[src/rtl/iscas_seqctl.sv]
// Sequence controller: terminal step counter, loop counter, IDLE/RUN/HOLD/DONE FSM
// and a bank of toggle flops, all sharing one synchronous clear. Every output is a flop.
module iscas_seqctl #(
  parameter int CNT_W  = 4,
  parameter int TERM   = 2**CNT_W-1,
  parameter int LOOPS  = 3,
  parameter int NUM_CH = 2
) (
  input  logic              clk,
  input  logic              rst_n,
  input  logic              clr,
  input  logic              start,
  input  logic              hold,
  input  logic [NUM_CH-1:0] tog,
  output logic [CNT_W-1:0]  cnt,
  output logic [1:0]        state,
  output logic [NUM_CH-1:0] tog_q,
  output logic              wrap,
  output logic              done
);

  localparam int LW = $clog2(LOOPS+1);
  localparam logic [CNT_W-1:0] TERM_C  = CNT_W'(TERM);
  localparam logic [LW-1:0]    LOOPS_C = LW'(LOOPS);

  typedef enum logic [1:0] {
    IDLE = 2'b00,
    RUN  = 2'b01,
    HOLD = 2'b10,
    DONE = 2'b11
  } state_t;

  state_t              state_q, state_d;
  logic [CNT_W-1:0]    cnt_q, cnt_d;
  logic [LW-1:0]       loop_q, loop_d, loop_inc;
  logic [NUM_CH-1:0]   tog_d;
  logic                wrap_d, done_d;

  assign loop_inc = loop_q + LW'(1);

  always_comb begin
    state_d = state_q;
    cnt_d   = cnt_q;
    loop_d  = loop_q;
    wrap_d  = 1'b0;
    tog_d   = tog_q ^ tog;
    unique case (state_q)
      IDLE: begin
        cnt_d  = '0;
        loop_d = '0;
        if (start) state_d = RUN;
      end
      RUN: begin
        // hold takes precedence over a pending wrap; cnt stays at TERM until release
        if (hold) begin
          state_d = HOLD;
        end else if (cnt_q != TERM_C) begin
          cnt_d = cnt_q + CNT_W'(1);
        end else begin
          cnt_d  = '0;
          wrap_d = 1'b1;
          loop_d = loop_inc;
          if (loop_inc == LOOPS_C) state_d = DONE;
        end
      end
      HOLD: begin
        if (!hold) state_d = RUN;
      end
      DONE: begin
        cnt_d = '0;
        if (start) begin
          state_d = RUN;
          loop_d  = '0;
        end
      end
      default: state_d = IDLE;
    endcase
    if (clr) begin
      state_d = IDLE;
      cnt_d   = '0;
      loop_d  = '0;
      wrap_d  = 1'b0;
      tog_d   = '0;
    end
    done_d = (state_d == DONE);
  end

  always_ff @(posedge clk or negedge rst_n) begin
    if (!rst_n) begin
      state_q <= IDLE;
      cnt_q   <= '0;
      loop_q  <= '0;
      tog_q   <= '0;
      wrap    <= 1'b0;
      done    <= 1'b0;
    end else begin
      state_q <= state_d;
      cnt_q   <= cnt_d;
      loop_q  <= loop_d;
      tog_q   <= tog_d;
      wrap    <= wrap_d;
      done    <= done_d;
    end
  end

  assign cnt   = cnt_q;
  assign state = state_q;

endmodule
[config.mk]
export PLATFORM = sky130hd
export DESIGN_NAME = iscas_seqctl
export DESIGN_NICKNAME = d
export VERILOG_FILES = /design/src/rtl/iscas_seqctl.sv
export SDC_FILE = /design/constraint.sdc
export NUM_CORES = 1
export LEC_CHECK = 0
export ABC_AREA = 1
export ABC_CLOCK_PERIOD_IN_PS = 3980
export BUFFER_PORTS_ARGS = -buffer_cell sky130_fd_sc_hd__buf_4
export CORE_UTILIZATION = 50
export CTS_CLUSTER_SIZE = 8
export DETAILED_ROUTE_END_ITERATION = 10
export PLACE_DENSITY = 0.75
export SETUP_SLACK_MARGIN = 0.5
export SYNTH_ARGS = -nofsm -noshare
export SYNTH_HDL_FRONTEND = slang
export SYNTH_SLANG_ARGS = --single-unit
[constraint.sdc]
create_clock -name clk -period 3.98 [get_ports clk]
set_input_delay 0.398 -clock clk [delete_from_list [all_inputs] [get_ports clk]]
set_output_delay 0.398 -clock clk [all_outputs]
set_load 0.05 [all_outputs]
==> impl_metrics.csv, run 1 <==
group,metric,value,unit
placement,place_congestion,0.9388,
critical_path,crit_slowest_cell,"dfrtp_1",
global_route,grt_pass1_wl,2442,um
critical_path,crit_family,"flip-flops",
drt,dr.pass1.iters,4,
sta,clock.fmax,0.6622,GHz
job,cap_violations,0,
synthesis,avgSynthCellArea,7.697,um^2
drt,drtIter0Drc,18,
sta,tightest_slew,0.2424,ns
placement,placed_cells,129,
die,die_w,41.04,um
critical_path,worstSetupPathType,"reg2reg",
layout,syn2layout_area_growth,23.32,%
sta,hold_ws,0.3188,ns
placement,io_buffer_count,16,
global_route,track_usage,23.38,%
critical_path,cpPeakStageDelay,0.44,ns
clocking,h-tree-depth,1,
global_route,antenna_found_initial,0,
global_route,grt_overflow,0,
drt,wl,1551,um
power,p_leak,0.5158,nW
sta,final_max_slew_viol_count,0,
min_path,hp-class,"in2reg",
die,io_pins,17,
drt,wl_per_cell,11.57,um
synthesis,synthCells,99,
layout,antenna_cells,0,
layout,utilization,68.77,%
synthesis,ys_types,18,
clocking,clock-sinks,12,
power,cellPowerDensity,524.0,nW/um^2
sta,fin_setup_tns,0,ns
critical_path,crit_path_end_kind,"flip-flop",
layout,final_cell_mix,"nand2_1 (25), buf_4 (16), nor2_1 (13)",
status,outcome,"completed",
drt,ant_nets,0,
sta,period_share,37.94,%
critical_path,cp_data_arrival_time,1.68,ns
clocking,clock_latency,0.28,ns
die,placementRows,13,
die,die_area,1684,um^2
synthesis,synth_warnings,0,
critical_path,cp_max_fo,6,
critical_path,start_kind,"flip-flop",
synthesis,synth-seq-cells,12,
sta,min_period,1.510,ns
sta,finalHoldViolCount,0,
clocking,clk_pin_slew,0.08,ns
layout,instances_no_fill,134,
layout,final_nets,133,
global_route,grt_max_degree,13,
placement,dpl.hpwl,1229,um
drt,via_per_inst,5.112,
critical_path,worstPathCellList,"inv_1 -> ha_1 -> inv_1 -> o21ai_1 -> nand2_2 -> clkinv_2 -> nand2_1 -> o21ai_1",
sta,rsz0062_at_grt,"false",
synthesis,synth_area,762.0,um^2
die,core_area,1366,um^2
critical_path,critical_path_buf_inv_count,3,
drt,vias,685,
global_route,grt_pass1_vias,606,
sta,skew,0.004393,ns
die,initial_core_util,55.77,%
synthesis,syn-num-nets,112,
layout,drive_gt1_share,26.89,%
power,peakVddDrop,332.9,uV
drt,drc,0,
clocking,cts_buffers,3,
clocking,clk_path_buf_depth,2,
sta,setup_violations,0,
die,die_y,41.04,um
clocking,cts_tree,"yes",
clocking,cts_setup_buffers,0,
layout,layout_commonest_cell,"nand2_1",
critical_path,cp_data_required_time,4.15,ns
sta,relSlewSlack,83.84,%
synthesis,synth-seq-area-share,39.41,%
clocking,root_buffer,"clkbuf_4",
## cell type report
class / count / area [um^2]
timing repair buffer: 17 / 130.1
clock buffer: 4 / 36.28
multi-input combinational: 73 / 404.1
fill: 125 / 426.7
tap: 15 / 18.77
inverter: 13 / 50.05
sequential: 12 / 300.3
## worst reg2reg max path, stage by stage, from the launching register on
cell	delay [ns]
dfrtp_1	0.44
inv_1	0.10
ha_1	0.34
inv_1	0.11
o21ai_1	0.08
nand2_2	0.10
clkinv_2	0.09
nand2_1	0.07
o21ai_1	0.07
## report_power, final
group	total (mW)	switching, mW	internal (mW)
Sequential	0.161	0.0213	0.139
Clock	0.101	0.0454	0.0557
Combinational	0.231	0.154	0.0762
## sequential cells by signal, indices dropped and copies added, names as in the netlist
signal  count
state       2
cnt         4
done        1
tog_q       2
wrap        1
loop_q      2
## kinds of logic after synthesis
| logic type | Yosys count | synth area share (%) |
|---|---|---|
| simple gates | 58 | 36.29 |
| buf+inv | 14 | 7.553 |
| flops | 12 | 39.41 |
| compound gates | 7 | 4.597 |
| fa+ha+maj | 6 | 9.852 |
| xor+xnor | 2 | 2.299 |
## timing repair
item,CTS,global route
hold buffers,1,0
endpoints found under the hold margin,12,0
endpoints found under the setup margin,0,0
gates resized for setup,0,0
## final timing paths
kind                       slack, ns  depth (start not counted)               endpoint                  start
min in group asynchronous       0.48                          2  loop_q[0]$_DFFE_PN0P_                  rst_n
max                             2.47                          8     cnt[2]$_DFFE_PN0P_     state[0]$_DFF_PN0_
max in group asynchronous       3.34                          2     tog_q[0]$_DFF_PN0_                  rst_n
min reg2reg                     0.49                          2  loop_q[1]$_DFFE_PN0P_  loop_q[1]$_DFFE_PN0P_
max reg2reg                     2.47                          8     cnt[2]$_DFFE_PN0P_     state[0]$_DFF_PN0_
min                             0.32                          2         wrap$_DFF_PN0_                   hold
## synthesized netlist by cell type
cell      number  area share, %
nand2_1       25             12
nor2_1        13            6.4
dfrtp_1       12             39
inv_1          9            4.4
nand3_1        8            5.3
ha_1           6            9.9
o21ai_1        5            3.3
inv_2          3            1.5
nand2_2        3            2.5
nand4_1        3            2.5
nand2_4        2            3.0
nor2_4         2            3.0
o21ai_0        2            1.3
xnor2_1        2            2.3
buf_4          1           0.99
clkinv_2       1           0.66
nor3_1         1           0.66
or2_2          1           0.82
## stage by stage
step	total power, mW	setup slack (ns)	cell area, um^2
floorplan	0.3359	2.257	762.0
global placement	0.3854	2.580	893.4
detailed placement	0.3925	2.489	893.4
CTS	0.4956	2.468	939.7
global route	0.5277	2.356	939.7
finish	0.4923	2.470	939.7
## routing by layer
metal  part of all wire (%)  wire (um)  GRT usage [%]
met4                   0.71         11          10.00
met2                     49        753          37.50
met3                    5.2         81          8.152
met1                     45        704          27.95
met5                      0          0              0
(Power assumes the default switching activity.)
==> run 2: changes to the inputs <==
- ABC_AREA: 1 -> 0
- ABC_CLOCK_PERIOD_IN_PS: 3980 -> 1500
- clock period: 3.98 -> 1.5 ns (I/O delays scaled with it)
==> impl_metrics.csv, run 2 <==
group,metric,value,unit
status,outcome,"aborted with a tool error",
status,stop_stage,"global routing",
status,stop_error,"[ERROR DPL-0038] Utilization greater than 100%, impossible to legalize",
die,die_y,40.52,um
synthesis,syn-num-nets,88,
synthesis,synth_top_area_share,40.47,%
synthesis,synth_fa_ha_area_share,10.12,%
synthesis,yosysTopAreaCell,"dfrtp_1",
synthesis,synth-simple-area-share,18.89,%
clocking,clk_path_buf_depth,2,
placement,io_buffer_count,16,
placement,dp_slack,-0.08947,ns
synthesis,avgSynthCellArea,9.893,um^2
synthesis,synth_compound_area_share,19.56,%
die,io_pins,17,
sta,worst_endpoint,"done$_DFF_PN0_/D",
synthesis,muxShareOfSynthArea,2.024,%
synthesis,synth-edff-count,0,
synthesis,yosysMostFrequentCell,"dfrtp_1",
synthesis,synth-seq-cells,12,
clocking,cts_buffers,3,
sta,endpoint_type,"register input",
synthesis,synthTopCellsByArea,"dfrtp_1 (40%), ha_1 (10%), a2111oi_2 (4.0%), inv_1 (4.0%), nor2_1 (3.5%)",
synthesis,synth-seq-area-share,40.47,%
synthesis,synthArstFlopShare,100.0,%
die,die_w,40.52,um
synthesis,synth_warnings,0,
synthesis,synth-xor-area-share,2.361,%
synthesis,ys_types,31,
placement,place_congestion,0.8128,
synthesis,synth_common_cells,"dfrtp_1 (12), inv_1 (8), nor2_1 (7)",
clocking,h-tree-depth,1,
clocking,clock-sinks,12,
synthesis,synthCells,75,
clocking,root_buffer,"clkbuf_4",
synthesis,synth_ff_type,"dfrtp_1",
placement,dpl.hpwl,1420,um
die,initial_core_util,55.63,%
die,placementRows,13,
global_route,grt_max_degree,13,
synthesis,synth_area,742.0,um^2
synthesis,synth_top_family_by_area,"compound AO/OA/AOI/OAI gates",
==> run 2: cell types whose count changed after synthesis, moves of 3 or more <==
cell / previous run / this run
nand3_1: 8 / 0
nand2_2: 3 / 0
o21ai_1: 5 / 0
nor2_1: 13 / 7
inv_2: 3 / 0
nor3_1: 1 / 4
nand2_1: 25 / 4
a21oi_1: 0 / 4
nand4_1: 3 / 0
==> run 2: repair_timing <==
action / in CTS
setup endpoints to repair: 18
endpoints found under the hold margin: 12
gates resized for setup: 26
pin swaps: 4
setup buffers: 6
hold buffers: 1
==> run 2: logic make-up after synthesis <==
| group | count (synthesis) |
|---|---|
| DFF | 12 |
| adders and majority gates | 6 |
| AOI/OAI and AO/OA | 19 |
| xor gates and xnor gates | 2 |
| and+or+nand+nor | 25 |
| buffers and inverters | 10 |
| muxes | 1 |
==> run 2: metrics by stage <==
stage	instances	instance area, um^2
detailed placement	121	1066
global placement	121	1066
floorplan	75	818.3
CTS	132	1240
==> run 3: changes to the inputs <==
- CORE_AREA: default -> 2 2 63 65
- CORE_UTILIZATION: 50 -> default
- CTS_CLUSTER_SIZE: 8 -> default
- DIE_AREA: default -> 0 0 65 67
- PLACE_DENSITY: 0.75 -> default
- PLACE_DENSITY_LB_ADDON: default -> 0.15
- SETUP_SLACK_MARGIN: 0.5 -> default
==> impl_metrics.csv, run 3 <==
group,metric,value,unit
sta,clock.fmax,0.6327,GHz
sta,min_period,1.581,ns
die,die_w,65,um
synthesis,synth_warnings,0,
synthesis,synth-simple-area-share,18.89,%
die,io_pins,17,
power,cellPowerDensity,1250,nW/um^2
die,initial_core_util,20.58,%
clocking,clock-sinks,12,
global_route,track_usage,10.60,%
layout,fillers,372,
synthesis,synthTopCellsByArea,"dfrtp_1 (40%), ha_1 (10%), a2111oi_2 (4.0%), inv_1 (4.0%), nor2_1 (3.5%)",
die,die_y,67,um
synthesis,synth_common_cells,"dfrtp_1 (12), inv_1 (8), nor2_1 (7)",
layout,instances_no_fill,170,
sta,worst_slack,-0.08052,ns
placement,placed_cells,157,
global_route,grt_overflow,0,
sta,skew,0.007509,ns
critical_path,rrSetupSlack,-0.08,ns
synthesis,synthArstFlopShare,100.0,%
clocking,h-tree-depth,1,
clocking,clk_pin_slew,0.07,ns
placement,placedInstanceArea,1114,um^2
critical_path,worst-path-stages,6,
min_path,hp-start,"tog[1]",
synthesis,synth-xor-area-share,2.361,%
layout,drive_gt1_share,67.21,%
power,peakVddDrop,390.3,uV
critical_path,cp_max_fo,6,
synthesis,synth_area,742.0,um^2
placement,io_buffer_count,16,
critical_path,reg2reg_from,"state[1]$_DFF_PN0_",
synthesis,syn-num-nets,88,
status,failed_checks,"negative setup slack",
sta,rsz0062_at_grt,"true",
synthesis,avgSynthCellArea,9.893,um^2
global_route,antenna_found_initial,0,
min_path,hp-class,"in2reg",
clocking,clk_path_buf_depth,2,
drt,drtIter0Drc,16,
global_route,grt_max_degree,13,
critical_path,ff2ff_path_depth,6,
synthesis,synth-seq-cells,12,
layout,largest_reg_flops,4,
sta,setup_violations,6,
die,placementRows,22,
placement,dpl.hpwl,1496,um
sta,tightest_slew,0.3145,ns
critical_path,cp_data_arrival_time,1.71,ns
synthesis,ys_types,31,
synthesis,synth_fa_ha_area_share,10.12,%
drt,wl,2068,um
critical_path,critical_path_buf_inv_count,1,
critical_path,r2r_end,"loop_q[0]$_DFFE_PN0P_",
synthesis,synth_compound_area_share,19.56,%
drt,vias,714,
critical_path,crit_path_end_kind,"flip-flop",
layout,stdcell_area,1334,um^2
critical_path,start_kind,"flip-flop",
sta,final_max_slew_viol_count,0,
critical_path,worstPathCellList,"inv_4 -> ha_4 -> and2_4 -> a2111oi_4 -> nor2_1 -> mux2_4",
drt,wl_per_cell,12.16,um
global_route,grt_pass1_vias,769,
drt,via_per_inst,4.200,
synthesis,synth_top_area_share,40.47,%
synthesis,yosysMostFrequentCell,"dfrtp_1",
layout,layout_commonest_cell,"buf_4",
critical_path,crit_family,"flip-flops",
clocking,cts_buffers,3,
clocking,cts_tree,"yes",
synthesis,synth_top_family_by_area,"compound AO/OA/AOI/OAI gates",
critical_path,cp-startpoint,"state[1]$_DFF_PN0_",
synthesis,synth_ff_type,"dfrtp_1",
layout,syn2layout_area_growth,79.76,%
die,die_area,4355,um^2
synthesis,yosysTopAreaCell,"dfrtp_1",
power,p_leak,0.5919,nW
sta,finalHoldViolCount,0,
critical_path,cpPeakStageDelay,0.44,ns
placement,place_congestion,0.7794,
synthesis,synth-seq-area-share,40.47,%
global_route,grt_pass1_wl,3484,um
layout,antenna_cells,0,
synthesis,synthCells,75,
drt,drc,0,
critical_path,worstSetupPathType,"reg2reg",
clocking,clock_latency,0.24,ns
sta,period_share,105.4,%
synthesis,muxShareOfSynthArea,2.024,%
layout,final_nets,136,
job,cap_violations,0,
status,outcome,"complete, but fails checks",
layout,final_cell_mix,"buf_4 (43), dfrtp_1 (8), nor2_1 (7)",
die,core_area,3606,um^2
critical_path,crit_path_end,"loop_q[0]$_DFFE_PN0P_",
critical_path,cp_data_required_time,1.63,ns
critical_path,crit_slowest_cell,"dfrtp_2",
clocking,root_buffer,"clkbuf_8",
synthesis,synth-edff-count,0,
drt,dr.pass1.iters,4,
drt,ant_nets,0,
sta,relSlewSlack,78.99,%
[run 3: cell counts after synthesis]
No cell type changed its count.
[run 3: metal layers]
layer / track usage, % / up-vias / routed length, um
met5: 0 / - / 0
met1: 12.28 / 342 / 915
met3: 1.014 / 2 / 28
met2: 19.59 / 14 / 1096
li1: - / 356 / -
met4: 4.787 / 0 / 27
[run 3: how the worst min path moves through the flow]
stage	depth (start not counted)	to
after global routing	2	tog_q[0]$_DFF_PN0_
after detailed placement	1	done$_DFF_PN0_
final	3	tog_q[1]$_DFF_PN0_
after CTS	3	tog_q[1]$_DFF_PN0_
after global placement	1	done$_DFF_PN0_
after floorplan	0	cnt[0]$_DFFE_PN0P_
[run 3: cell type report]
| class | count | area, um^2 | share of cell area [%] |
|---|---|---|---|
| timing repair buffer | 45 | 344.1 | 25.80 |
| tap | 48 | 60.06 | 4.503 |
| clock buffer | 4 | 55.05 | 4.128 |
| inverter | 8 | 35.03 | 2.627 |
| multi-input combinational | 53 | 534.3 | 40.06 |
| sequential | 12 | 305.3 | 22.89 |
[run 3: timing repair]
action	in CTS	in global routing
pin swaps	6	12
setup endpoints to repair	6	10
hold buffers	1	0
resized for setup	13	12
buffers inserted	6	2
endpoints found under the hold margin	12	0
[run 3: tightest hold or removal path, cell delays in order]
cell	delay (ns)
buf_4	0.08
xnor2_1	0.06
nor2_1	0.07
[run 3: where the power goes]
part           internal [mW]  switching [mW]  total (mW)
sequential             0.350          0.0375       0.387
combinational          0.477           0.433       0.910
clock                  0.232           0.137       0.370
total                   1.06           0.608        1.67
[run 3: kinds of logic (layout without fill, tap and decap cells)]
logic type	after synthesis	after routing
flip-flops	12	12
XOR/XNOR	2	2
multiplexers	1	1
buffers and inverters	10	57
AND/OR/NAND/NOR	25	25
AO/OA/AOI/OAI	19	19
adder cells (fa/ha/maj)	6	6
[run 3: through the flow]
stage / utilization, % / total power, mW / hold slack (ns) / setup slack (ns) / TNS, ns
2_1_floorplan: - / 0.7891 / -0.1456 / -0.2220 / -0.6850
3_3_place_gp: 30.88 / 1.062 / 0.004651 / -0.06794 / -0.2196
3_5_place_dp: 30.88 / 1.067 / 0.007324 / -0.1038 / -0.3029
4_1_cts: 35.08 / 1.575 / 0.1670 / -0.07140 / -0.1836
5_1_grt: 36.99 / 1.770 / 0.1697 / -0.1468 / -0.7793
6_report: 36.99 / 1.667 / 0.1694 / -0.08052 / -0.2518
==> run 4: changes to the inputs <==
- REMOVE_ABC_BUFFERS: default -> 1
==> impl_metrics.csv, run 4 (synthesis results as in run 3) <==
group,metric,value,unit
layout,drive_gt1_share,62.71,%
drt,via_per_inst,4.301,
power,peakVddDrop,298.8,uV
clocking,root_buffer,"clkbuf_8",
min_path,whs_path_depth,3,
global_route,grt_overflow,0,
clocking,clk_path_buf_depth,2,
sta,final_max_slew_viol_count,0,
clocking,clock-sinks,12,
sta,period_share,106.9,%
drt,drtIter0Drc,13,
drt,wl,1992,um
die,initial_core_util,20.58,%
layout,final_nets,132,
sta,rsz0062_at_grt,"true",
sta,setup_violations,3,
sta,tightest_slew,0.2956,ns
drt,dr.pass1.iters,4,
layout,syn2layout_area_growth,77.40,%
clocking,clock_latency,0.25,ns
placement,placed_cells,154,
layout,final-seq-area,300.3,um^2
layout,stdcell_area,1316,um^2
layout,fillers,373,
global_route,grt_pass1_wl,3270,um
clocking,h-tree-depth,1,
drt,drc,0,
placement,place_congestion,0.7922,
sta,min_period,1.604,ns
layout,instances_no_fill,166,
status,outcome,"complete, but fails checks",
global_route,antenna_found_initial,0,
power,cellPowerDensity,1236,nW/um^2
sta,finalHoldViolCount,0,
critical_path,cp_max_fo,4,
job,cap_violations,0,
power,p_leak,0.5946,nW
sta,relSlewSlack,80.30,%
die,placementRows,22,
placement,placedInstanceArea,1031,um^2
power,total_power,1.627,mW
min_path,hp-class,"in2reg",
critical_path,cp_data_arrival_time,1.73,ns
global_route,grt_max_degree,13,
sta,worst_slack,-0.1041,ns
critical_path,start_kind,"flip-flop",
die,core_area,3606,um^2
layout,utilization,36.50,%
critical_path,crit_path_end_kind,"flip-flop",
layout,layout_commonest_cell,"buf_4",
placement,dp_slack,-0.1786,ns
clocking,cts_buffers,3,
drt,wl_per_cell,12.00,um
critical_path,cp_data_required_time,1.63,ns
die,io_pins,17,
status,failed_checks,"negative setup slack",
global_route,grt_pass1_vias,673,
layout,largest_reg_flops,4,
die,die_w,65,um
layout,multiInputGateArea,538.0,um^2
layout,final_cell_mix,"buf_4 (34), dfrtp_1 (12), nor2_1 (6), buf_6 (6), inv_1 (5)",
sta,skew,0.005978,ns
die,die_y,67,um
critical_path,ff2ff_path_depth,6,
die,die_area,4355,um^2
clocking,cts_tree,"yes",
placement,io_buffer_count,16,
drt,ant_nets,0,
clocking,clk_pin_slew,0.06,ns
placement,dpl.hpwl,1445,um
layout,antenna_cells,0,
drt,vias,714,
sta,clock.fmax,0.6234,GHz
global_route,track_usage,10.16,%
critical_path,worstSetupPathType,"reg2reg",
-- run 4: changes by cell type in the layout (fill, tap and decap cells not counted), moves of 2 or more --
| cell | delta |
|---|---|
| inv_4 | -2 |
| buf_4 | -9 |
| dfrtp_2 | -4 |
| inv_2 | +2 |
| dfrtp_1 | +4 |
| buf_6 | +5 |
| o21ai_1 | +2 |
-- run 4: where the power goes --
part	internal [mW]	switching (mW)
Clock	0.232	0.132
Combinational	0.457	0.435
Sequential	0.347	0.0238
Total	1.04	0.591
-- run 4: cell type report --
cell class / instances / area share, %
flip-flops and latches: 12 / 22.81
repair buffers: 41 / 25.29
inverters: 8 / 2.281
multi-input cells: 53 / 40.87
well taps: 48 / 4.563
clock buffers: 4 / 4.183
-- run 4: worst max-delay path, stage by stage (launching register included) --
cell and delay, ns:
dfrtp_1 0.43, buf_6 0.14, ha_4 0.15, and2_4 0.16, a2111oi_4 0.26, nor2_1 0.08
mux2_4 0.26
-- run 4: what timing repair did --
| action | in CTS | in global routing |
|---|---|---|
| endpoints found under the setup margin | 8 | 9 |
| resized for setup | 21 | 17 |
| buffers inserted | 4 | 3 |
| hold endpoints to repair | 12 | 0 |
| hold buffers | 1 | 0 |
| gates cloned | 0 | 0 |
| pin swaps | 8 | 10 |
-- run 4: metal layers --
layer,share of wire (%),up-vias,global-route usage [%]
met5,0,-,0
met4,2.3,0,7.713
met3,3.5,4,1.014
met2,49,19,16.11
met1,45,337,12.68
li1,-,354,-
-- run 4: path summary, 6_finish.rpt --
kind,to,start,slack (ns)
min in group asynchronous,cnt[0]$_DFFE_PN0P_,rst_n,0.28
worst min register to register,loop_q[1]$_DFFE_PN0P_,loop_q[1]$_DFFE_PN0P_,0.50
worst max-delay path,loop_q[0]$_DFFE_PN0P_,state[0]$_DFF_PN0_,-0.10
worst max register to register,loop_q[0]$_DFFE_PN0P_,state[0]$_DFF_PN0_,-0.10
max in group asynchronous,wrap$_DFF_PN0_,rst_n,1.05
worst min-delay path,tog_q[0]$_DFF_PN0_,tog[0],0.16
-- run 4: per-stage QoR --
step | TNS, ns | hold slack, ns
after floorplan | -3.219 | -0.1456
after global placement | -0.3989 | 0.004562
after detailed placement | -0.6117 | 0.004024
after CTS | -0.3281 | 0.1679
after global routing | -0.5781 | 0.1736
final | -0.2200 | 0.1642
